## config.mk

```make
export PLATFORM = sky130hd
export DESIGN_NAME = collector_input_arbiter
export DESIGN_NICKNAME = d
export VERILOG_FILES = /design/src/rtl/collector_input_arbiter.sv
export SDC_FILE = /design/constraint.sdc
export NUM_CORES = 1
export LEC_CHECK = 0
export CORE_MARGIN = 5
export CORE_UTILIZATION = 45
export DETAILED_ROUTE_END_ITERATION = 16
export SLEW_MARGIN = 20
export SYNTH_ARGS = -nofsm -noshare
export SYNTH_HDL_FRONTEND = slang
export SYNTH_SLANG_ARGS = --single-unit
```

## constraint.sdc

```tcl
create_clock -name clk -period 7.3 [get_ports clk]
set_input_delay 1.46 -clock clk [delete_from_list [all_inputs] [get_ports clk]]
set_output_delay 1.46 -clock clk [all_outputs]
set_load 0.02 [all_outputs]
```

## src/rtl/collector_input_arbiter.sv

```systemverilog
// collector_input_arbiter
//
// Round-robin front end for packet_collector. Each ejection port writes flits
// into its own small FIFO. Every cycle one queued flit is forwarded to the
// collector. When nothing is queued and the sink can accept, an all-zero
// drain beat is sent instead, so that completed packets keep leaving the
// collector.
//
// Optional build macro: ARB_STATS_EN adds per-port saturating grant counters
// and a saturating drain-beat counter.
//
// Ports:
//   clk, rst_n   clock, asynchronous active-low reset
//   in_valid     per-port flit valid
//   in_flit      per-port flit, port p at [p*FLIT_W +: FLIT_W]
//   in_ready     per-port FIFO not full (registered)
//   drain_en     permits drain beats
//   sink_ready   sink will take a collector valid_out two cycles later
//   out_valid    collector valid_in
//   out_ce       collector ce, same as out_valid
//   out_flit     collector input_data
//   out_send     collector send_signal, registered copy of sink_ready
//   grant_port   port whose flit is on out_flit (0 for drain/idle)
//   grant_count  (ARB_STATS_EN) NUM_PORTS x 16-bit grant counters
//   drain_count  (ARB_STATS_EN) 16-bit drain-beat counter
//
// state   | meaning
// S_IDLE  | no beat on the output; out_flit holds its last value
// S_FLIT  | a popped flit is on out_flit
// S_DRAIN | an all-zero drain beat is on out_flit

module collector_input_arbiter #(
   parameter int NUM_PORTS       = 4,
   parameter int NODE_COUNT      = 8,
   parameter int PACKET_ID_WIDTH = 5,
   parameter int FIFO_DEPTH      = 4,
   localparam int NODE_W = $clog2(NODE_COUNT),
   localparam int FLIT_W = 1 + 2*NODE_W + PACKET_ID_WIDTH + 17 + 2,
   localparam int PORT_W = $clog2(NUM_PORTS)
) (
   input  logic                        clk,
   input  logic                        rst_n,
   input  logic [NUM_PORTS-1:0]        in_valid,
   input  logic [NUM_PORTS*FLIT_W-1:0] in_flit,
   output logic [NUM_PORTS-1:0]        in_ready,
   input  logic                        drain_en,
   input  logic                        sink_ready,
   output logic                        out_valid,
   output logic                        out_ce,
   output logic [FLIT_W-1:0]           out_flit,
   output logic                        out_send,
`ifdef ARB_STATS_EN
   output logic [NUM_PORTS*16-1:0]     grant_count,
   output logic [15:0]                 drain_count,
`endif
   output logic [PORT_W-1:0]           grant_port
);

   localparam int ADDR_W = $clog2(FIFO_DEPTH);
   localparam int CNT_W  = ADDR_W + 1;

   typedef enum logic [1:0] {
      S_IDLE  = 2'd0,
      S_FLIT  = 2'd1,
      S_DRAIN = 2'd2
   } state_t;

   state_t state, state_next;

   logic [FLIT_W-1:0] mem [NUM_PORTS][FIFO_DEPTH];
   logic [ADDR_W-1:0] wr_ptr [NUM_PORTS];
   logic [ADDR_W-1:0] rd_ptr [NUM_PORTS];
   logic [CNT_W-1:0]  count [NUM_PORTS];
   logic [CNT_W-1:0]  count_next [NUM_PORTS];

   logic [NUM_PORTS-1:0] push;
   logic [NUM_PORTS-1:0] pop;
   logic [NUM_PORTS-1:0] nonempty;
   logic [PORT_W-1:0]    rr_ptr;
   logic [PORT_W-1:0]    pick;
   logic [PORT_W-1:0]    cand;
   logic                 found;

   // FIFO occupancy bookkeeping
   always_comb begin
      push     = in_valid & in_ready;
      nonempty = '0;
      for (int p = 0; p < NUM_PORTS; p++) begin
         nonempty[p]   = (count[p] != '0);
         count_next[p] = count[p] + CNT_W'(push[p]) - CNT_W'(pop[p]);
      end
   end

   // First non-empty port at or after rr_ptr, wrapping around
   always_comb begin
      found = 1'b0;
      pick  = '0;
      cand  = '0;
      for (int i = 0; i < NUM_PORTS; i++) begin
         cand = PORT_W'((int'(rr_ptr) + i) % NUM_PORTS);
         if (!found && nonempty[cand]) begin
            found = 1'b1;
            pick  = cand;
         end
      end
   end

   // Next-state: flits always beat drain beats
   always_comb begin
      state_next = S_IDLE;
      pop        = '0;
      if (found) begin
         state_next = S_FLIT;
         pop[pick]  = 1'b1;
      end else if (drain_en && sink_ready) begin
         state_next = S_DRAIN;
      end
   end

   always_ff @(posedge clk or negedge rst_n) begin
      if (!rst_n) state <= S_IDLE;
      else        state <= state_next;
   end

   assign out_valid = (state != S_IDLE);
   assign out_ce    = out_valid;

   // Output datapath and round-robin pointer
   always_ff @(posedge clk or negedge rst_n) begin
      if (!rst_n) begin
         out_flit   <= '0;
         grant_port <= '0;
         out_send   <= 1'b0;
         rr_ptr     <= '0;
      end else begin
         out_send <= sink_ready;
         case (state_next)
            S_FLIT: begin
               out_flit   <= mem[pick][rd_ptr[pick]];
               grant_port <= pick;
               rr_ptr     <= (pick == PORT_W'(NUM_PORTS - 1)) ? '0 : pick + PORT_W'(1);
            end
            S_DRAIN: begin
               out_flit   <= '0;
               grant_port <= '0;
            end
            default: begin
               grant_port <= '0;
            end
         endcase
      end
   end

   // FIFO pointers, counts and registered ready
   always_ff @(posedge clk or negedge rst_n) begin
      if (!rst_n) begin
         for (int p = 0; p < NUM_PORTS; p++) begin
            wr_ptr[p] <= '0;
            rd_ptr[p] <= '0;
            count[p]  <= '0;
         end
         in_ready <= '1;
      end else begin
         for (int p = 0; p < NUM_PORTS; p++) begin
            if (push[p]) wr_ptr[p] <= wr_ptr[p] + ADDR_W'(1);
            if (pop[p])  rd_ptr[p] <= rd_ptr[p] + ADDR_W'(1);
            count[p]    <= count_next[p];
            in_ready[p] <= (count_next[p] < CNT_W'(FIFO_DEPTH));
         end
      end
   end

   // Storage needs no reset: contents are only visible through count
   always_ff @(posedge clk) begin
      for (int p = 0; p < NUM_PORTS; p++) begin
         if (push[p]) mem[p][wr_ptr[p]] <= in_flit[p*FLIT_W +: FLIT_W];
      end
   end

`ifdef ARB_STATS_EN
   logic [15:0] gcnt [NUM_PORTS];
   logic [15:0] dcnt;

   always_ff @(posedge clk or negedge rst_n) begin
      if (!rst_n) begin
         for (int p = 0; p < NUM_PORTS; p++) gcnt[p] <= '0;
         dcnt <= '0;
      end else begin
         if (state_next == S_FLIT && gcnt[pick] != 16'hFFFF)
            gcnt[pick] <= gcnt[pick] + 16'd1;
         if (state_next == S_DRAIN && dcnt != 16'hFFFF)
            dcnt <= dcnt + 16'd1;
      end
   end

   for (genvar g = 0; g < NUM_PORTS; g++) begin : g_stats
      assign grant_count[g*16 +: 16] = gcnt[g];
   end
   assign drain_count = dcnt;
`endif

endmodule

```

# --- Word-level counts from Yosys, hierarchy flattened ---
# Memories as Yosys holds them, arrays and structs flattened.
# Cells that the tools add are included.
word_totals:
  register_bits: 70
  ram_bits: 496
  in_bits: 132
  wordCells: 133
  memories: 1
memory_table:
  columns: ["name", "depth", "width", "rd", "rd_clocked_by_memory_dff", "write_ports", "line_no", "text"]
  rows:
  - ["mem", 4, 124, 1, 0, 4, "70", "logic [FLIT_W-1:0] mem [NUM_PORTS][FIFO_DEPTH];"]
classes:
  addsub: 20
  magnitude_cmp: 20
  n_eq_ne: 3
  n_mux: 46
  bitwise: 7
  n_reduce_logical: 18
ops:
  columns: ["op", "n"]
  rows:
  - ["124-bit two-way mux", 4]
  - ["31-bit demux with 2-bit select", 4]
  - ["31-bit two-way mux", 6]
  - ["31-bit binary-select mux with 2-bit select", 1]
  - ["31-bit one-hot mux with 2 select lines", 1]
  - ["2-bit by 1-bit adder with 2-bit output, second input constant", 10]
  - ["2-bit two-way mux", 10]
  - ["3-bit greater-or-equal comparator, second input constant", 6]
  - ["2-bit NOT with 3-bit output", 6]
  - ["2-bit by 3-bit less-than comparator with 1-bit output, second input constant", 5]
  - ["1-bit two-way mux", 13]
  - ["3-bit by 1-bit adder with 3-bit output", 4]
  - ["3-bit by 1-bit less-than comparator with 1-bit output, second input constant", 4]
  - ["3-bit less-than comparator, second input constant", 4]
  - ["3-bit nonzero test", 4]
  - ["3-bit by 1-bit subtractor with 3-bit output", 4]
  - ["1-bit logical AND", 9]
  - ["1-bit binary-select mux with 2-bit select", 4]
  - ["2-bit adder, second input constant", 2]
  - ["4-bit AND", 1]
  - ["2-bit binary-select mux with 2-bit select", 1]
  - ["2-bit equality test, second input constant", 2]
  - ["4-bit two-way mux", 1]
  - ["2-bit nonzero test", 2]
  - ["4 further kinds", 6]

# --- Logic depth before layout (Yosys ltp) ---
# Gate-level depths: netlist of run 1.
logic_depth:
  ltp_word: 22
  depth_mapped: 17

# --- Worst setup path before layout of run 1 ---
# No wires, ideal clock.
synth_path:
  path_type: "flip-flop to flip-flop"
  startpoint: "reg count[4] (netlist bit)"
  endpoint: "reg count[11] (netlist bit)"
  setup_time_ps: 121
  arrival_ps: 3328
  path_slack_ps: 3851
  path_stages_with_launch: 18
  n_path_buf: 3
  path_cell_list: "dfrtp_1 > nor3_1 > o21a_1 > buf_4 > a21oi_2 > inv_2 > clkbuf_1 > clkbuf_1 > ha_1 > and2_1 > ha_1 > inv_1 > ha_1 > inv_1 > fa_1 > xnor2_1 > xor2_1 > inv_1"
synth_lines:
  columns: ["element", "line_no", "text"]
  rows:
  - ["from (decl)", "73", "logic [CNT_W-1:0] count [NUM_PORTS];"]
  - ["from (signal, indexed assignment)", "167", "count[p] <= count_next[p];"]

# --- Worst setup path after layout of run 1 ---
layout_path:
  startpoint: "reg count[4] (netlist bit)"
  endpoint: "reg out_flit[24]"
layout_between:
  elab_chain_cells: 22
layout_lines:
  columns: ["element", "line_no", "text"]
  rows:
  - ["3-bit nonzero test (*)", "89", "nonempty[p] = (count[p] != '0);"]
  - ["1-bit binary-select mux with 2-bit select", "101", "if (!found && nonempty[cand]) begin"]
  - ["1-bit two-way mux (not written as such)", "101", null]
  - ["1-bit two-way mux", "101", null]
  - ["1-bit zero test", "101", null]
  - ["1-bit logical AND", "101", null]
  - ["1-bit two-way mux", "101", null]
  - ["1-bit zero test", "101", null]
  - ["(+4 left out)", null, null]
  - ["2-bit two-way mux", "101", null]
  - ["2-bit NOT with 3-bit output (not written as such)", "139", "out_flit <= mem[pick][rd_ptr[pick]];"]
  - ["2-bit binary-select mux with 2-bit select", "139", null]
  - ["2-bit two-way mux (not written as such) (2 in a row)", "139", null]
  - ["2-bit NOT with 3-bit output (not written as such)", "139", null]
  - ["31-bit binary-select mux with 2-bit select", "139", null]
  - ["31-bit two-way mux (not written as such) (2 in a row)", "139", null]
  - ["31-bit one-hot mux with 2 select lines", "137", "case (state_next)"]
  - ["to (signal assigned)", "139", null]
  - ["to (decl)", "50", "output logic [FLIT_W-1:0] out_flit,"]
# Mark *: on every way between the ends. The rest lies on a longest branch, timed or not. The select of a mux whose other input is x is not followed.
# A chain may end at the register's enable or synchronous reset.

==> summary.md, run 1 <==
| Metric | Value |
|---|---|
| Port bufs | `171` |
| Postcts setup bufs | `0` |
| Core area | `51,200 um2` |
| Clock root buffer | `clkbuf_16` |
| FF+latch count, synth | `566` |
| Synthesized area | `23,200 um2` |
| Clock power share | `21.3%` |
| Die width | `237 um` |
| I/O Pins | `172` |
| Number of max-cap violations | `0` |
| Fin crit share | `67.6%` |
| Worst EP arrival | `5.40 ns` |
| Final setup slack of the worst path | `2.36 ns` |
| Gate Count Post-Synth | `1,652` |
| Switching part of the total power | `41.8%` |
| Initial antenna violation count | `0` |
| Cts hold-fix bufs | `0` |
| Post-synthesis net count | `1,816` |
| Required @ worst endpoint | `7.77 ns` |
| Global-route track usage on met2 | `37.3%` |
| Switching pwr | `5.94 mW` |
| Largest net degree at the start of global routing | `158` |
| Share of total power in combinational logic | `46.9%` |
| Post-CTS Resized | `0` |
| Final Slew Violations | `0` |
| Critical path, cell by cell | `nor3_1, nand3b_4, a21oi_4, inv_6, buf_4, a221oi_4, nor2_4, buf_4, mux2i_1, o211ai_1` |
| Setup Skew | `0.0122 ns` |
| Area growth syn-to-layout | `18.8%` |
| CP most frequent cell | `buf_4` |
| Post-route DRC | `0` |
| Post-layout util | `53.9%` |
| Via Count | `15,000` |
| Site row count | `83` |
| Via density | `5.96` |
| Dpl ws | `2.43 ns` |
| CP max stage cell | `buf_4` |
| Drt initial violations | `1,476` |
| Element type at the critical path start | `register` |
| Final ANT Viol Nets | `0` |
| Vias in the first global route | `15,100` |
| GR peak layer | `met2` |
| Sequential cell area fraction in the yosys report | `71.6%` |
| Sequential Power Share | `31.7%` |
| RD Place Congestion | `0.801` |
| Final Hold Fails | `0` |
| CTS Buf Count | `58` |
| CTS tree | `done` |
| Htree depth | `2` |
| DIE AREA | `56,300 um2` |
| Clk sinks | `566` |
| First-pass DRT Iterations | `5` |
| Hold Slack | `0.484 ns` |
| Tmin final | `4.94 ns` |
| Slowest stage delay, CP | `0.82 ns` |
| FMAX | `203 MHz` |
| Clock buffer depth | `3` |
| Die Y | `237 um` |
| Design Power | `14.2 mW` |
| Yosys top cell area share | `64.1%` |
| Syn Area/Cell | `14.1 um2` |
| Total Neg Setup Slack | `0 ns` |
| PwrDens | `515 nW/um2` |
| First-pass GRT wire length | `98,100 um` |
| Yosys warnings | `0` |
| Critical path buffers and inverters | `3` |
| Clk Latency, worst-skew pair | `0.61 ns` |
| Grt met1 use | `32.2%` |
| Peak VDD IR | `0.353 mV` |
| Power Internal | `8.28 mW` |
| Number of enable flip-flop cells after synthesis | `496` |
| DP HPWL | `37,800 um` |
| Initial Utilization | `45.4%` |
| GRT Total Usage | `23.1%` |
| Worst Max-Slew Pin Slew | `1.11 ns` |
| Status | `completed` |
| Fraction of layout cells with a size suffix above 1 | `8.55%` |
| Synth cell types | `42` |
| Worst slew margin | `26.3%` |
| Crit Path Category | `reg -> reg` |
| HP Class | `reg -> reg` |
| Synth top area cells | `edfxtp_1 (64%), dfrtp_1 (7.1%), a211oi_1 (6.1%), a21oi_1 (2.7%), nand2_1 (2.7%)` |
| Number of nets in the layout | `1,953` |
| CP delay by family, top | `simple AND/OR/NAND/NOR gates` |
| Synth area leader | `edfxtp_1` |
| GRT met3 Usage | `4.29%` |
| Leak | `9.70 nW` |
| RSZ-0062 raised after global routing | `false` |
| Diodes inserted | `0` |
| Reg clk slew, reported paths | `0.06 ns` |
| GRT Residual Overflow | `0` |
| Drt total wl | `66,900 um` |
| Maximum net fanout on the critical path | `83` |
| Crit. End Element | `register` |
| Main flop type after synthesis | `edfxtp_1` |
| Endpoints failing setup | `0` |
| Ys async rst share | `12.4%` |
| Wire per inst | `26.6 um` |
-- layout by cell type, fill, tap and decap left out, drive strengths merged, types with 2 or more instances in the layout --
cell and instances:
dfrtp 66, buf 31, xor2 5, clkdlybuf4s50 170, a221oi 33, edfxtp 496, mux2 5, fa 4
inv 125, clkinvlp 2, xnor2 15, a22oi 62, o21a 2, bufinv 8, clkinv 17, a221o 2
nor4 32, a21oi 129, and3 16, nor3 4, o211ai 31, a211oi 190, dfstp 4, and2 4
nor2 5, mux2i 62, clkbuf 79, or2 2, ha 28, nand2 167, o21ai 33
-- state kept, by name, indices dropped and copies added (netlist names) --
signal	count
mem	496
out_flit	31
rr_ptr	2
rd_ptr	8
wr_ptr	8
out_send	1
grant_port	2
state	2
count	12
in_ready	4
-- per-layer routing --
layer  part of all wire, %  vias up
met4                   2.9        0
met3                   7.6      127
met5                     0        -
li1                      -     6596
met2                    48      686
met1                    42     7591
-- through the flow --
step           instance area (um2)  std cells
2_1_floorplan                23200       1652
3_3_place_gp                 25700       2409
3_5_place_dp                 25700       2409
4_1_cts                      27600       2517
5_1_grt                      27600       2517
6_report                     27600       2517
-- final cells by class --
type                            instances  area (um2)
Inverter                              123         469
Fill cell                            4177       23600
Tap cell                              680         851
Clock buffer                           79        1570
Timing Repair Buffer                  201        1950
Clock inverter                         29         367
Multi-Input combinational cell        839        5750
Sequential cell                       566       16700
-- logic make-up (layout without fill, tap and decap cells) --
kind of cell             Yosys count  after routing  share of synthesized area (%)
AO/OA/AOI/OAI                    486            486                           14.3
XOR/XNOR                          20             20                          0.754
adder cells (fa/ha/maj)           32             32                           1.85
buffers and inverters            247            432                           4.09
flip-flops                       566            566                           71.6
multiplexers                      67             67                           2.91
AND/OR/NAND/NOR                  234            234                           4.48
-- worst paths after layout --
| check | to | depth (start not counted) | startpoint | slack [ns] |
|---|---|---|---|---|
| hold / removal | rd_ptr[5] | 1 | rd_ptr[5] | 0.48 |
| max in group asynchronous | out_flit[5] | 2 | rst_n | 5.41 |
| setup / recovery | out_flit[24] | 10 | count[4] | 2.36 |
| min in group asynchronous | grant_port[1] | 1 | rst_n | 0.81 |
| setup reg to reg | out_flit[24] | 10 | count[4] | 2.36 |
| hold reg to reg | rd_ptr[5] | 1 | rd_ptr[5] | 0.48 |
-- power groups by stage --
| stage | clock (mW) | sequential [mW] | combinational (mW) |
|---|---|---|---|
| 5_1_grt | 3.20 | 4.56 | 7.19 |
| 3_3_place_gp | 0 | 4.56 | 6.50 |
| 3_5_place_dp | 0 | 4.57 | 6.63 |
| 4_1_cts | 3.07 | 4.51 | 6.65 |
| 2_1_floorplan | 0 | 4.60 | 4.34 |
| 6_report | 3.03 | 4.51 | 6.67 |
-- worst reg2reg max path, cell delays in order (launching register included) --
cell and delay (ns):
dfrtp_1 0.42, nor3_1 0.50, nand3b_4 0.61, a21oi_4 0.17, inv_6 0.35, buf_4 0.86
a221oi_4 0.25, nor2_4 0.78, buf_4 0.49, mux2i_1 0.27, o211ai_1 0.10
-- Yosys cell counts, types with 3 or more instances --
library cell,number
mux2_2,5
ha_1,28
nor3_1,3
nor4_1,32
o211ai_1,31
a211oi_1,190
buf_2,10
dfrtp_1,66
clkbuf_1,97
xnor2_1,15
buf_4,3
edfxtp_1,496
inv_1,121
mux2i_1,62
nor2_1,5
a21oi_1,127
fa_1,4
a22oi_1,62
o21ai_1,31
xor2_1,5
and2_1,4
a221oi_1,31
and3_1,16
nand2_1,167
buf_1,14
dfstp_2,4
No activity file was read; power rests on OpenSTA's default activity.
==> inputs of run 2 (changes only) <==
- PLACE_DENSITY: unset -> 0.66
- clock period: 7.3 -> 4.02 ns (I/O delays scaled with it)
==> summary.md, run 2 (synthesis results as in run 1) <==
| Metric | Value |
|---|---|
| CTS Buf Count | `56 (was 58)` |
| DP HPWL | `40,100 um (was 37,800 um)` |
| Endpoints failing setup | `0 (unchanged)` |
| Largest net degree at the start of global routing | `106 (was 158)` |
| Clock buffer depth | `3 (unchanged)` |
| RSZ-0062 raised after global routing | `false (unchanged)` |
| Clk Latency, worst-skew pair | `0.62 ns (was 0.61 ns)` |
| PwrDens | `931 nW/um2 (was 515 nW/um2)` |
| Initial antenna violation count | `4 (was 0)` |
| Post-CTS Resized | `0 (unchanged)` |
| HP Class | `in -> async (was reg -> reg)` |
| Slowest stage delay, CP | `0.87 ns (was 0.82 ns)` |
| Final Hold Fails | `0 (unchanged)` |
| Site row count | `83 (unchanged)` |
| CP most frequent cell | `buf_4 (unchanged)` |
| Die Y | `237 um (unchanged)` |
| Core area | `51,200 um2 (unchanged)` |
| CTS tree | `done (unchanged)` |
| Critical path, cell by cell | `nor3_1, o21ai_0, a21oi_4, buf_4, a221oi_4, nor2_4, buf_4, mux2i_1, o211ai_1 (was nor3_1, nand3b_4, a21oi_4, inv_6, buf_4, a221oi_4, nor2_4, buf_4, mux2i_1, o211ai_1)` |
| Fin crit share | `90.4% (was 67.6%)` |
| Worst Max-Slew Pin Slew | `1.15 ns (was 1.11 ns)` |
| Cts hold-fix bufs | `0 (unchanged)` |
| GRT Residual Overflow | `0 (unchanged)` |
| Element type at the critical path start | `register (unchanged)` |
| Number of max-cap violations | `0 (unchanged)` |
| Area growth syn-to-layout | `19.7% (was 18.8%)` |
| Via Count | `15,300 (was 15,000)` |
| Most frequent cells in the layout | `edfxtp_1 (496), a211oi_1 (190), clkdlybuf4s50_1 (170) (unchanged)` |
| Port bufs | `171 (unchanged)` |
| DIE AREA | `56,300 um2 (unchanged)` |
| Wire per inst | `26.6 um (about the same)` |
| Reg clk slew, reported paths | `0.06 ns (about the same)` |
| Largest register FFs | `496 (unchanged)` |
| Worst slew margin | `23.6% (was 26.3%)` |
| Leak | `9.84 nW (was 9.70 nW)` |
| Initial Utilization | `45.4% (unchanged)` |
| Total Neg Setup Slack | `0 ns (unchanged)` |
| Final ANT Viol Nets | `0 (unchanged)` |
| Maximum net fanout on the critical path | `74 (was 83)` |
| Area of the multi-input gates | `5750 um2 (about the same)` |
| Peak VDD IR | `1.90 mV (was 0.353 mV)` |
| Flip-flop and latch area | `16,700 um2 (unchanged)` |
| Setup Skew | `0.0252 ns (was 0.0122 ns)` |
| Clock root buffer | `clkbuf_16 (unchanged)` |
| Status | `completed (unchanged)` |
| Via density | `6.01 (was 5.96)` |
| Final Slew Violations | `0 (unchanged)` |
| Crit. End Element | `register (unchanged)` |
| Drt initial violations | `1,642 (was 1,476)` |
| First-pass GRT wire length | `99,300 um (was 98,100 um)` |
| Design Power | `25.9 mW (was 14.2 mW)` |
| FMAX | `275 MHz (was 203 MHz)` |
| RD Place Congestion | `0.810 (was 0.801)` |
| Postcts setup bufs | `0 (unchanged)` |
| Fraction of layout cells with a size suffix above 1 | `9.90% (was 8.55%)` |
| Worst EP arrival | `4.09 ns (was 5.40 ns)` |
| Required @ worst endpoint | `4.48 ns (was 7.77 ns)` |
| Most common cell after layout, fill and taps aside | `edfxtp_1 (unchanged)` |
| I/O Pins | `172 (unchanged)` |
| Htree depth | `2 (unchanged)` |
| Crit Path Category | `reg -> reg (unchanged)` |
| CP max stage cell | `buf_4 (unchanged)` |
| Drt total wl | `67,700 um (was 66,900 um)` |
| Tmin final | `3.63 ns (was 4.94 ns)` |
| GRT Total Usage | `23.4% (was 23.1%)` |
| First-pass DRT Iterations | `6 (was 5)` |
| Number of nets in the layout | `1,976 (was 1,953)` |
| Post-route DRC | `0 (unchanged)` |
| FILL cells | `4,121 (was 4,177)` |
| Vias in the first global route | `15,100 (about the same)` |
| Clk sinks | `566 (unchanged)` |
| Die width | `237 um (unchanged)` |
==> run 2: cell count changes in the layout (fill, tap and decap cells not counted), moves of 2 or more <==
cell | before | now
buf_4 | 30 | 49
clkbuf_8 | 4 | 10
clkinvlp_4 | 2 | 0
clkbuf_1 | 17 | 11
and3_2 | 14 | 16
a221o_2 | 0 | 2
diode_2 | 0 | 3
clkinv_1 | 4 | 9
and3_4 | 2 | 0
bufinv_16 | 8 | 5
a221o_1 | 2 | 0
buf_12 | 1 | 6
==> run 2: critical path: cells and delay by family, from the launching register on <==
family | cells | cell delay [ns]
simple gates | 2 | 0.68
flops | 1 | 0.41
mux | 1 | 0.25
buf+inv | 2 | 1.30
compound gates | 4 | 0.81
==> run 2: area by class of cell <==
cell class	instances	share of cell area (%)
clock buffers	78	5.77
multi-input cells	839	20.7
flip-flops and latches	566	59.9
repair buffers	226	7.91
diodes	3	0.0270
clock inverters	27	1.03
inverters	123	1.70
well taps	680	3.06
==> run 2: stage by stage <==
stage / utilization, % / hold WS [ns] / setup slack (ns) / cells / cell area, um2
after floorplan: - / 0.445 / 0.571 / 1652 / 23200
after global placement: 50.6 / 0.463 / 0.578 / 2434 / 25900
after detailed placement: 50.6 / 0.463 / 0.486 / 2434 / 25900
after CTS: 54.3 / 0.318 / 0.447 / 2539 / 27800
after global routing: 54.3 / 0.363 / 0.170 / 2540 / 27800
final: 54.3 / 0.319 / 0.388 / 2542 / 27800
==> run 2: worst paths after layout <==
kind                               end       from  depth (start not counted)  slack (ns)
min in group clk             rd_ptr[3]  rd_ptr[3]                          1        0.48
min reg2reg                  rd_ptr[3]  rd_ptr[3]                          1        0.48
max reg2reg                out_flit[3]   count[4]                          9        0.39
min                           out_send      rst_n                          1        0.32
max in group asynchronous  in_ready[3]      rst_n                          2        2.82
max                        out_flit[3]   count[4]                          9        0.39
==> run 2: per-layer routing <==
layer	vias up	part of all wire (%)	GRT usage, %
met2	811	48	37.6
met1	7705	41	33.4
met5	-	0.030	0
met4	2	2.3	6.16
met3	115	8.8	4.11
li1	6642	-	-
==> run 2: power by group <==
| part | switching [mW] | internal, mW | leakage, nW |
|---|---|---|---|
| clock | 2.21 | 3.10 | 0.933 |
| combinational | 8.05 | 4.35 | 3.58 |
| sequential | 0.529 | 7.66 | 5.33 |
| total | 10.8 | 15.1 | 9.84 |
